## config.mk

```make
export PLATFORM = sky130hd
export DESIGN_NAME = input_control
export DESIGN_NICKNAME = d
export VERILOG_FILES = /design/src/rtl/input_control_pkg.sv /design/src/rtl/input_control_key_repeat.sv /design/src/rtl/input_control.sv
export SDC_FILE = /design/constraint.sdc
export NUM_CORES = 1
export LEC_CHECK = 0
export ABC_CLOCK_PERIOD_IN_PS = 7300
export CORE_ASPECT_RATIO = 2
export CORE_MARGIN = 10
export CORE_UTILIZATION = 56
export CTS_BUF_LIST = sky130_fd_sc_hd__clkbuf_8
export CTS_CLUSTER_DIAMETER = 80
export CTS_CLUSTER_SIZE = 20
export DETAILED_ROUTE_END_ITERATION = 8
export PLACE_DENSITY = 0.81
export REMOVE_ABC_BUFFERS = 1
export SYNTH_ARGS = -nofsm -noshare
export SYNTH_HDL_FRONTEND = slang
export SYNTH_SLANG_ARGS = --single-unit
export TNS_END_PERCENT = 50
```

## constraint.sdc

```tcl
create_clock -name clk -period 7.3 [get_ports clk]
set_input_delay 1.46 -clock clk [delete_from_list [all_inputs] [get_ports clk]]
set_output_delay 1.46 -clock clk [all_outputs]
set_load 0.02 [all_outputs]
```

## src/rtl/input_control_pkg.sv

```systemverilog
// input_control_pkg: shared types and helpers for the input_control slice.
//   btn_idx_t    : bit position of each raw button inside btn[7:0]
//   key_state_t  : auto-repeat FSM state (debug-visible)
//   grav_period(): gravity period in clock cycles for a given level
package input_control_pkg;

  typedef enum logic [2:0] {
    LEFT    = 3'd0,
    RIGHT   = 3'd1,
    ROT_C   = 3'd2,
    ROT_CC  = 3'd3,
    DOWN    = 3'd4,
    HARD    = 3'd5,
    PAUSE   = 3'd6,
    NEWGAME = 3'd7
  } btn_idx_t;

  typedef enum logic [1:0] {
    KR_IDLE = 2'd0,
    KR_DAS  = 2'd1,
    KR_REP  = 2'd2
  } key_state_t;

  // Period shrinks linearly with level: base - level * step.
  function automatic logic [31:0] grav_period(input logic [3:0]  level,
                                              input logic [31:0] base,
                                              input logic [31:0] step);
    return base - ({28'd0, level} * step);
  endfunction

endpackage

```

## src/rtl/input_control_key_repeat.sv

```systemverilog
// input_control_key_repeat: DAS/ARR auto-repeat for one debounced key.
//   clk, reset : clock, synchronous active-high reset
//   press      : 1-cycle debounced 0->1 edge of the key
//   held       : debounced key level
//   hold_idle  : forces the FSM to IDLE (no repeats while asserted)
//   pulse      : combinational 1-cycle request (registered by the parent)
//   state      : current FSM state, exposed for debug
module input_control_key_repeat
  import input_control_pkg::*;
#(
  parameter int unsigned DAS_CYC = 8_000_000,
  parameter int unsigned ARR_CYC = 2_500_000
) (
  input  logic       clk,
  input  logic       reset,
  input  logic       press,
  input  logic       held,
  input  logic       hold_idle,
  output logic       pulse,
  output key_state_t state
);

  localparam logic [31:0] DAS_LAST = DAS_CYC - 1;
  localparam logic [31:0] ARR_LAST = ARR_CYC - 1;

  key_state_t  state_n;
  logic [31:0] cnt;
  logic [31:0] cnt_n;

  always_ff @(posedge clk) begin
    if (reset) begin
      state <= KR_IDLE;
      cnt   <= '0;
    end else begin
      state <= state_n;
      cnt   <= cnt_n;
    end
  end

  always_comb begin
    state_n = state;
    cnt_n   = cnt;
    pulse   = 1'b0;
    case (state)
      KR_IDLE: begin
        cnt_n = '0;
        // The initial press always produces its pulse; hold_idle only
        // prevents the FSM from arming the repeat.
        if (press) begin
          pulse = 1'b1;
          if (!hold_idle) state_n = KR_DAS;
        end
      end
      KR_DAS: begin
        if (!held || hold_idle) begin
          state_n = KR_IDLE;
          cnt_n   = '0;
        end else if (cnt == DAS_LAST) begin
          pulse   = 1'b1;
          state_n = KR_REP;
          cnt_n   = '0;
        end else begin
          cnt_n = cnt + 32'd1;
        end
      end
      KR_REP: begin
        if (!held || hold_idle) begin
          state_n = KR_IDLE;
          cnt_n   = '0;
        end else if (cnt == ARR_LAST) begin
          pulse = 1'b1;
          cnt_n = '0;
        end else begin
          cnt_n = cnt + 32'd1;
        end
      end
      default: begin
        state_n = KR_IDLE;
        cnt_n   = '0;
      end
    endcase
  end

endmodule

```

## src/rtl/input_control.sv

```systemverilog
// input_control: producer side of the game_control command interface.
// Debounces the raw buttons, turns presses into 1-cycle command pulses,
// auto-repeats left/right/soft-drop, and owns the gravity timer.
// Optional feature macro: AUTO_REPEAT_EN (DAS/ARR repeat; when undefined
// each press of left/right/down yields exactly one pulse).
//   clk, reset           : clock, synchronous active-high reset
//   btn[7:0]             : raw active-high buttons, index per btn_idx_t
//   level[3:0]           : current level, selects the gravity period
//   reset_down           : gravity acknowledge, restarts the gravity timer
//   isLost               : game over; only newgame may pulse
//   left, right, rotate_clock, rotate_counter_clock, hard_drop, pause,
//   newgame              : registered 1-cycle pulses
//   down                 : soft-drop pulse OR held gravity request
//   repeat_state[5:0]    : {down, right, left} repeat FSM states (debug)
//
// Gravity handshake: grav_req (visible on down) is the request; reset_down
// is its acknowledge. Once raised, grav_req stays high (even while paused)
// until reset_down is sampled high; an acknowledge in the same cycle as a
// new request clears it.
module input_control
  import input_control_pkg::*;
#(
  parameter int unsigned DEBOUNCE_CYC  = 500_000,
`ifdef AUTO_REPEAT_EN
  parameter int unsigned DAS_CYC       = 8_000_000,
  parameter int unsigned ARR_CYC       = 2_500_000,
`endif
  parameter int unsigned GRAV_BASE_CYC = 50_000_000,
  parameter int unsigned GRAV_STEP_CYC = 3_000_000
) (
  input  logic       clk,
  input  logic       reset,
  input  logic [7:0] btn,
  input  logic [3:0] level,
  input  logic       reset_down,
  input  logic       isLost,
  output logic       left,
  output logic       right,
  output logic       rotate_clock,
  output logic       rotate_counter_clock,
  output logic       down,
  output logic       hard_drop,
  output logic       pause,
  output logic       newgame,
  output logic [5:0] repeat_state
);

  localparam logic [31:0] DB_LAST = DEBOUNCE_CYC - 1;

  logic [7:0]  sync1, sync2, stable, stable_q;
  logic [31:0] db_cnt [8];
  logic [7:0]  press;

  // 2-FF synchroniser, then a per-bit debouncer: the accepted level only
  // flips after DEBOUNCE_CYC consecutive samples that disagree with it.
  always_ff @(posedge clk) begin
    if (reset) begin
      sync1    <= '0;
      sync2    <= '0;
      stable   <= '0;
      stable_q <= '0;
      for (int i = 0; i < 8; i++) db_cnt[i] <= '0;
    end else begin
      sync1    <= btn;
      sync2    <= sync1;
      stable_q <= stable;
      for (int i = 0; i < 8; i++) begin
        if (sync2[i] != stable[i]) begin
          if (db_cnt[i] == DB_LAST) begin
            stable[i] <= sync2[i];
            db_cnt[i] <= '0;
          end else begin
            db_cnt[i] <= db_cnt[i] + 32'd1;
          end
        end else begin
          db_cnt[i] <= '0;
        end
      end
    end
  end

  assign press = stable & ~stable_q;

  // Same-cycle conflicts: left wins over right, clockwise over counter.
  logic press_left, press_right;
  assign press_left  = press[LEFT] & ~isLost;
  assign press_right = press[RIGHT] & ~press[LEFT] & ~isLost;

  logic left_p, right_p, soft_p;

`ifdef AUTO_REPEAT_EN
  logic       lr_both;
  key_state_t left_st, right_st, down_st;

  // Opposite directions held together freeze both repeaters.
  assign lr_both = stable[LEFT] & stable[RIGHT];

  input_control_key_repeat #(.DAS_CYC(DAS_CYC), .ARR_CYC(ARR_CYC)) u_rep_left (
    .clk(clk), .reset(reset), .press(press_left), .held(stable[LEFT]),
    .hold_idle(lr_both | isLost), .pulse(left_p), .state(left_st)
  );

  input_control_key_repeat #(.DAS_CYC(DAS_CYC), .ARR_CYC(ARR_CYC)) u_rep_right (
    .clk(clk), .reset(reset), .press(press_right), .held(stable[RIGHT]),
    .hold_idle(lr_both | isLost), .pulse(right_p), .state(right_st)
  );

  input_control_key_repeat #(.DAS_CYC(DAS_CYC), .ARR_CYC(ARR_CYC)) u_rep_down (
    .clk(clk), .reset(reset), .press(press[DOWN] & ~isLost), .held(stable[DOWN]),
    .hold_idle(isLost), .pulse(soft_p), .state(down_st)
  );

  assign repeat_state = {down_st, right_st, left_st};
`else
  assign left_p       = press_left;
  assign right_p      = press_right;
  assign soft_p       = press[DOWN];
  assign repeat_state = 6'd0;
`endif

  // Gravity timer.
  logic [31:0] grav_cnt, grav_cnt_n, period_m1;
  logic        grav_req, grav_req_n;
  logic        paused, paused_n;

  assign period_m1 = grav_period(level, GRAV_BASE_CYC, GRAV_STEP_CYC) - 32'd1;

  always_comb begin
    paused_n   = paused;
    grav_cnt_n = grav_cnt;
    grav_req_n = grav_req;
    if (press[NEWGAME]) begin
      paused_n   = 1'b0;
      grav_cnt_n = '0;
      grav_req_n = 1'b0;
    end else begin
      if (press[PAUSE] && !isLost) paused_n = ~paused;
      if (reset_down) begin
        grav_cnt_n = '0;
        grav_req_n = 1'b0;
      end else if (!paused && !isLost) begin
        // >= so that a level increase past the current count fires at once.
        if (grav_cnt >= period_m1) begin
          grav_req_n = 1'b1;
          grav_cnt_n = '0;
        end else begin
          grav_cnt_n = grav_cnt + 32'd1;
        end
      end
    end
  end

  always_ff @(posedge clk) begin
    if (reset) begin
      grav_cnt             <= '0;
      grav_req             <= 1'b0;
      paused               <= 1'b0;
      left                 <= 1'b0;
      right                <= 1'b0;
      rotate_clock         <= 1'b0;
      rotate_counter_clock <= 1'b0;
      down                 <= 1'b0;
      hard_drop            <= 1'b0;
      pause                <= 1'b0;
      newgame              <= 1'b0;
    end else begin
      grav_cnt             <= grav_cnt_n;
      grav_req             <= grav_req_n;
      paused               <= paused_n;
      left                 <= left_p & ~isLost;
      right                <= right_p & ~isLost;
      rotate_clock         <= press[ROT_C] & ~isLost;
      rotate_counter_clock <= press[ROT_CC] & ~press[ROT_C] & ~isLost;
      down                 <= (grav_req_n | soft_p) & ~isLost;
      hard_drop            <= press[HARD] & ~isLost;
      pause                <= press[PAUSE] & ~press[NEWGAME] & ~isLost;
      newgame              <= press[NEWGAME];
    end
  end

endmodule

```

# --- After elaboration in Yosys (flattened, before gate mapping) ---
# Memories as Yosys holds them, arrays and structs flattened.
# Index checks and enable logic that the tools add are counted.
totals:
  mem_bits_rw: 256
  memories: 1
  latch_bits: 0
  word_cells: 229
  out_inout_bits: 14
  in_bits: 16
  romBits: 0
  register_bits: 74
mem_list:
  columns: ["memory", "depth", "width", "read_ports", "rd_clocked_by_memory_dff", "wr", "line", "text"]
  rows:
  - ["db_cnt", 8, 32, 8, 0, 8, "input_control.sv:51", "logic [31:0] db_cnt [8];"]
op_classes:
  reduce_logical: 14
  n_lt_le_gt_ge: 1
  muxes: 119
  eq_ne: 16
  addsub: 11
  div: 0
  bitwise: 44
  shifts: 0
  multipliers: 1
ops:
  columns: ["cell", "n"]
  rows:
  - ["two-way mux 32 bit", 25]
  - ["adder 32 x 1 -> 32 bit, second input constant", 9]
  - ["equality test 32 x 19 -> 1 bit, second input constant", 8]
  - ["two-way mux 1 bit", 94]
  - [">= comparator 32 bit", 1]
  - ["subtractor 27 x 2 -> 28 bit, second input constant", 1]
  - ["subtractor 26 x 26 -> 27 bit, first input constant", 1]
  - ["bitwise OR 1 bit", 25]
  - ["multiplier 4 x 16 -> 20 bit, second input constant", 1]
  - ["AND reduction 2 bit", 8]
  - ["bitwise AND 1 bit", 12]
  - ["bitwise AND 8 bit", 1]
  - ["inequality test 1 bit", 8]
  - ["NOT 8 bit", 1]
  - ["NOT 1 bit", 5]
  - ["OR reduction 3 bit", 1]
  - ["logical AND 1 bit", 2]
  - ["logical NOT 1 bit", 2]
  - ["OR reduction 2 bit", 1]

# --- Longest topological paths before layout ---
# Gate-level depths: netlist (run 1).
depth:
  depth_word: 10
  depth_mapped: 28
  ltp_nobuf: 25

# --- Worst setup path after synthesis (run 1) ---
# No wires, ideal clock.
synth_path:
  path_type: "input to register"
  start: "in level[2]"
  end: "reg grav_cnt[21]"
  arrival_time_ps: 7408
  path_slack_ps: -246
  path_stages: 25
  setup_time_ps: 138
  cell_sequence: "inv_1 -> ha_1 -> xnor2_1 -> ha_1 -> or2_2 -> ha_1 -> xor2_1 -> or4b_1 -> nor2_2 -> nor2_1 -> nor3_1 -> nand3_1 -> nor4_1 -> or3b_2 -> xnor2_1 -> ha_1 -> nand2_1 -> or3_1 -> o21ai_0 -> a211oi_1 -> o41ai_1 -> o311ai_1 -> a31oi_4 -> buf_6 -> nor3_2"
synth_via:
  elab_chain_len: 5
synth_rtl:
  columns: ["element", "line", "text"]
  rows:
  - ["from (decl)", "input_control.sv:34", "input logic [3:0] level,"]
  - ["multiplier 4 x 16 -> 20 bit", "input_control_pkg.sv:28", "return base - ({28'd0, level} * step);"]
  - ["subtractor 26 x 26 -> 27 bit", "input_control_pkg.sv:28", null]
  - ["subtractor 27 x 2 -> 28 bit", "input_control.sv:126", "assign period_m1 = grav_period(level, GRAV_BASE_CYC, GRAV_STEP_CYC) - 32'd1;"]
  - [">= comparator 32 bit", "input_control.sv:143", "if (grav_cnt >= period_m1) begin"]
  - ["two-way mux 32 bit", "input_control.sv:143", null]
  - ["to (signal assigned)", "input_control.sv:167", "grav_cnt <= grav_cnt_n;"]
  - ["to (decl)", "input_control.sv:122", "logic [31:0] grav_cnt, grav_cnt_n, period_m1;"]
# Every way passes these cells.
# A chain may end at the register's enable or synchronous reset.

# --- Worst setup path in the final report (run 1) ---
layout_path:
  start: "in level[0]"
  end: "reg down"
layout_via:
  elab_chain_len: 10
layout_rtl:
  columns: ["element", "line", "text"]
  rows:
  - ["multiplier 4 x 16 -> 20 bit", "input_control_pkg.sv:28", null]
  - ["subtractor 26 x 26 -> 27 bit", "input_control_pkg.sv:28", null]
  - ["subtractor 27 x 2 -> 28 bit", "input_control.sv:126", null]
  - [">= comparator 32 bit", "input_control.sv:143", null]
  - ["two-way mux 1 bit", "input_control.sv:143", null]
  - ["two-way mux 1 bit", "input_control.sv:141", "end else if (!paused && !isLost) begin"]
  - ["two-way mux 1 bit", "input_control.sv:138", "if (reset_down) begin"]
  - ["two-way mux 1 bit", "input_control.sv:132", "if (press[NEWGAME]) begin"]
  - ["bitwise OR 1 bit", "input_control.sv:174", "down <= (grav_req_n | soft_p) & ~isLost;"]
  - ["bitwise AND 1 bit", "input_control.sv:174", null]
  - ["to (signal assigned)", "input_control.sv:174", null]
  - ["to (decl)", "input_control.sv:41", "output logic down,"]
# Every way passes these cells.

==> results of run 1 <==
layout make-up:
type                       count  area, µm²
sequential                   330       9169
timing repair buffer         199       1624
clock inverter                16      80.08
clock buffer                  20      275.3
fill                        2667      11230
inverter                      37      138.9
tap                          441      551.8
multi-input combinational   1763      11040
antenna                        1      2.502
kinds of logic (layout without fill, tap and decap cells):
group / after synthesis / count (layout)
buf+inv: 99 / 272
xor+xnor: 287 / 287
mux: 12 / 12
simple gates: 964 / 964
flops: 330 / 330
fa+ha+maj: 63 / 63
compound gates: 175 / 175
other cells: 2 / 263
worst max-delay path, cell delays in order:
cell and delay, ns:
clkdlybuf4s50_1 0.41, buf_6 0.15, fa_2 0.58, ha_4 0.24
a211oi_4 0.26, nor3b_2 0.09, or2_4 0.27, or3_4 0.39
buf_12 0.14, o31ai_4 0.28, xnor2_2 0.10, a211o_1 0.35
nor4b_4 0.26, nand2_1 0.10, xor2_1 0.17, ha_1 0.32
a211o_1 0.29, a21oi_2 0.13, o21ai_2 0.08, a211oi_2 0.37
o41ai_4 0.16, nor4b_4 0.36, a31oi_4 0.16, buf_6 0.15
buf_6 0.13, o311a_1 0.32
per-stage QoR:
stage               TNS, ns  cells  utilization (%)
floorplan            -23.42   2130                -
global placement     -23.58   2749            64.15
detailed placement   -28.90   2749            64.15
CTS                       0   2798            66.23
global route        -0.5785   2807            67.08
finish                    0   2807            67.08
cell usage after synthesis, types with 6 or more instances:
cell type / number
nor3_2: 30
nor3_1: 37
nand4_1: 54
nand3_1: 119
buf_4: 6
xnor2_1: 94
clkbuf_1: 48
nor2_1: 314
and2_1: 9
a211oi_1: 6
or2_2: 6
nor4_1: 34
nor4b_1: 20
nand2b_1: 6
mux2i_1: 11
o21a_1: 9
xor2_1: 192
a21oi_1: 53
nor2b_1: 34
and3_1: 61
ha_1: 59
o21ai_0: 47
a21o_1: 8
and4_1: 16
or3_1: 50
dfxtp_1: 74
inv_1: 36
edfxtp_1: 256
nand2_1: 150
registers in the layout (all words and copies together), names as in the netlist:
name                  flops
down                      1
left                      1
paused                    1
sync1                     8
hard_drop                 1
db_cnt                  256
stable                    8
rotate_clock              1
right                     1
rotate_counter_clock      1
newgame                   1
sync2                     8
grav_req                  1
pause                     1
stable_q                  8
grav_cnt                 32
power breakdown:
group / total, µW / internal (µW) / leakage [µW] / switching [µW]
Clock: 861 / 268 / 0.000231 / 593
Sequential: 2150 / 2090 / 0.00324 / 68.8
Combinational: 1120 / 567 / 0.00504 / 550
layout by cell type (no fill, tap or decap), types with 7 or more instances in the layout:
cell type          n
nor4_1            33
a21oi_1           51
inv_1             46
ha_1              49
nor3_2            31
mux2i_1           10
dfxtp_1           74
xnor2_1           91
or3_1             48
nand3_1          116
nor2b_1           34
buf_4            166
and3_1            58
xor2_1           188
and4_1            16
nand4_1           54
nand2_1          150
conb_1           262
and2_1             9
edfxtp_1         256
o21ai_0           45
clkdlybuf4s50_1   19
nor3_1            34
ha_4               7
nor2_1           310
a21o_1             8
o21a_1             9
clkbuf_8          20
nor4b_1           20
metal layers:
metal	global-route usage [%]	vias up	share of wire (%)	wire, µm
li1	-	7472	-	-
met1	19.82	7339	37	15760
met2	38.32	282	56	24070
met3	1.970	116	2.8	1187
met4	9.095	0	4.0	1702
met5	0	-	0	0
final timing paths:
path / startpoint / endpoint / cells after the start
setup / recovery: level[0] / down / 26
hold / removal: sync1[4] / sync2[4] / 1
setup reg to reg: grav_cnt[6] / down / 12
hold reg to reg: sync1[4] / sync2[4] / 1
repair_timing:
item | CTS | global route
cloned | 2 | 0
pin swaps | 21 | 39
setup buffers | 11 | 9
setup endpoints to repair | 33 | 33
hold endpoints to repair | 0 | 0
gates resized for setup | 43 | 53
==> results.ini, run 1 <==
[clock_network]
cts_tree = built
root_buffer = clkbuf_8
path_clk_slew_ns = 0.13
cts_sinks = 330
h-tree-depth = 1
clk_path_buf_depth = 3
insertion_delay_ns = 0.60
ctsHoldBuffers = 0
numCtsBuffers = 20

[logic_synthesis]
avgSynthCellArea_um2 = 9.958
synth_top_cell_by_area = edfxtp_1
synthMuxAreaShare_pct = 0.6308
synth-simple-area-share_pct = 25.87
synth.area.top_cells = edfxtp_1, xor2_1, dfxtp_1, nor2_1, xnor2_1
synth_xor_area_share_pct = 13.10
synthAdderAreaFrac_pct = 4.201
synth_compound_area_share_pct = 6.289
netlist_area_um2 = 19240
synth_seq_cells = 330
async_flop_share_pct = 0
yosysTopAreaCellShare_pct = 39.96
synth_edf_count = 256
ys.flop_type = edfxtp_1
synth_cell_types = 89
synth_top_family_by_area = simple AND/OR/NAND/NOR gates
synth_warnings = 0
netlist_instances = 1932
yosysSeqAreaShare_pct = 47.66

[run]
cap_violations = 0

[drt]
drc_errors = 0
dr.pass1.iters = 5
drtIter0Drc = 644
vias = 15209
drtAntennaViolNets = 0
wl_per_cell_um = 15.22
viasPerCell = 5.418
wl_mm = 42.73

[sta]
max-slew-margin-rel_pct = 25.51
hold_ws_ns = 0.4090
worst_slack_ns = 0.08303
finalSetupViolCount = 0
fin_skew_ns = 0.05902
slew_viol_final = 0
fmax_mhz = 138.6
period_minus_slack_ns = 7.217
finalHoldViolCount = 0
period_share_pct = 98.86
worstMarginPinSlew_ns = 1.117

[final_layout]
fin_area_um2 = 22880
fin_nets = 2429
area_growth_pct = 18.93
final_layout_size_suffix_gt1_share_pct = 13.70

[critical_path]
cp_max_fo = 8
path_class = in -> reg
worstSetupStartpointType = primary input
worstSetupEndpointType = flip-flop
rrSetupSlack_ns = 3.93
crit_required_ns = 7.81
worstPathArrival_ns = 7.73

[grt]
antenna_found_initial = 1
grt_pass1_vias = 15802
grt_use_total_pct = 19.58
grt_pass1_wl_mm = 70.35
overflow = 0
grt_max_degree = 47

[die]
rows = 96
ioPinCount = 30
coreArea_um2 = 34110
dieHeight_um = 282.1
start_util_pct = 56.40
die-area_um2 = 42620
fp.dieW_um = 151.1

[power_and_ir_drop]
power.density_nw_per_um2 = 180.7
finalPower_uw = 4134
p_leak_uw = 0.008512
peakVddDrop_uv = 191.0

[outcome]
outcome = finished clean

[place]
io_buffers = 23
dp_worst_setup_slack_ns = -0.9550
dpl.hpwl_mm = 31.21
gp_congestion = 0.9367
placed_area_um2 = 21880

[min_path]
hold_path.class = reg -> reg

No activity file was read; power rests on OpenSTA's default activity.
==> run 2, diff against run 1 <==
Settings changed: ABC_CLOCK_PERIOD_IN_PS 7300 to 8300, PLACE_DENSITY 0.81 to 0.79.
Clock period 7.3 ns to 8.3 ns, I/O delays scaled along.
==> run 2 against run 1 <==
Clock power is 10% lower. Wire length shrank 7.5%. Worst setup slack gained 0.29 ns. Clock-buffer cell count unchanged. Cell count fell by 3.5%. Largest power group unchanged.
==> results.ini, run 2 (synthesis gave the netlist of run 1 again) <==
[outcome]
outcome = finished clean

[power_and_ir_drop]
clockPowerShare_pct = 22.6
p_seq_share_pct = 55.5
switching_share_pct = 28.32
p_leak_uw = 0.007918
internal_power_uw = 2449
combPwrFrac_pct = 22.0
power.switching_uw = 967.8
power.density_nw_per_um2 = 157.5
peakVddDrop_uv = 161.5

[drt]
drtAntennaViolNets = 0
vias = 14660
drtIter0Drc = 763
wl_per_cell_um = 14.58
viasPerCell = 5.410
drc_errors = 0
dr.pass1.iters = 5
wl_mm = 39.52

[critical_path]
path_class = in -> reg
worstSetupEndpointType = flip-flop
crit_required_ns = 8.79
crit_buf_inv = 5
worstPathArrival_ns = 8.42
critPathTopFamily = compound AO/OA/AOI/OAI gates
worstSetupStartpointType = primary input
cp_slowest_cell = o31ai_1
critical-path-max-stage-delay_ns = 0.54
cp_common_cell = ha_1
cp_max_fo = 7

[sta]
max-slew-margin-rel_pct = 27.25
rsz0062_at_grt = no
finalSetupViolCount = 0
slew_viol_final = 0
worstMarginPinSlew_ns = 1.091
period_minus_slack_ns = 7.930
hold_ws_ns = 0.3974
fin_skew_ns = 0.05324
fmax_mhz = 126.1
finalHoldViolCount = 0
period_share_pct = 95.55

[clock_network]
cts_tree = built
insertion_delay_ns = 0.60
post_cts_buffers = 0
clk_path_buf_depth = 3
ctsHoldBuffers = 0
cts_sinks = 330
path_clk_slew_ns = 0.11
root_buffer = clkbuf_8
numCtsBuffers = 20
h-tree-depth = 1

[place]
gp_congestion = 0.9214
dpl.hpwl_mm = 30.09
placed_area_um2 = 21310
io_buffers = 23

[final_layout]
top_regs = db_cnt (256), grav_cnt (32)
regMostFlops = db_cnt
final_common_cell = nor2_1
fill_cells = 2823
layout_common_cells = nor2_1, conb_1, edfxtp_1
fin_area_um2 = 21700
area_growth_pct = 12.79
fin_nets = 2332
final_layout_size_suffix_gt1_share_pct = 7.540
largest_reg_flops = 256
final_core_util_pct = 63.61

[grt]
grt_pass1_wl_mm = 67.41
overflow = 0
antenna_found_initial = 1
grt_use_total_pct = 18.62
grt_pass1_vias = 15214
grt_max_degree = 47

[die]
start_util_pct = 56.40
fp.dieW_um = 151.1
rows = 96
dieHeight_um = 282.1
coreArea_um2 = 34110
ioPinCount = 30
die-area_um2 = 42620

[run]
cap_violations = 0

[min_path]
hold_path.class = reg -> reg

-- run 2: changes by cell type in the layout (fill, tap and decap cells not counted), moves of 6 or more --
cell | before | now
buf_4 | 166 | 78
buf_6 | 6 | 0
ha_1 | 49 | 59
ha_4 | 7 | 0
-- run 2: path summary, 6_finish.rpt --
path	start	to	slack, ns	cells past startpoint
max	level[2]	down	0.37	29
min	stable_q[5]	hard_drop	0.40	1
max reg2reg	grav_cnt[6]	down	4.91	12
min reg2reg	stable_q[5]	hard_drop	0.40	1
-- run 2: cell type report --
| type | instances | area, µm² | area share, % |
|---|---|---|---|
| diodes | 1 | 2.502 | 0.01153 |
| clock buffers | 20 | 275.3 | 1.269 |
| clock inverters | 16 | 103.9 | 0.4786 |
| inverters | 37 | 138.9 | 0.6400 |
| multi-input cells | 1763 | 10630 | 48.98 |
| flip-flops and latches | 330 | 9169 | 42.25 |
| well taps | 441 | 551.8 | 2.543 |
| repair buffers | 102 | 830.8 | 3.829 |
-- run 2: worst register-to-register path: cells and delay by family, from the launching register on --
kind	cells	cell delay (ns)
AOI/OAI and AO/OA	8	1.95
adders and majority gates	1	0.26
buffers and inverters	2	0.34
DFF	1	0.41
and+or+nand+nor	1	0.35
-- run 2: repair_timing --
| item | CTS | global route |
|---|---|---|
| gates resized for setup | 0 | 1 |
| hold endpoints to repair | 0 | 0 |
| setup endpoints to repair | 0 | 27 |
-- run 2: power by group through the flow --
stage / logic, µW / registers, µW / clock network [µW]
after global placement: 722 / 1930 / 0
final: 751 / 1890 / 772
after CTS: 746 / 1890 / 801
after floorplan: 490 / 1910 / 0
after global routing: 833 / 1900 / 859
after detailed placement: 743 / 1930 / 0
-- run 2: per-layer routing --
metal	GRT usage [%]	routed length [µm]	vias to the layer above
li1	-	-	7283
met1	19.29	14700	7053
met2	36.52	22410	233
met3	1.842	1081	91
met4	7.509	1326	0
met5	0	0	-
-- run 2: stage by stage --
stage | cells | setup WS, ns | TNS, ns | power [µW]
finish | 2710 | 0.3696 | 0 | 3417
global route | 2710 | 0.005331 | 0 | 3596
CTS | 2709 | 0.4079 | 0 | 3441
detailed placement | 2673 | -0.2351 | -2.914 | 2674
global placement | 2673 | -0.1128 | -0.2548 | 2650
floorplan | 2130 | 0.04109 | 0 | 2403
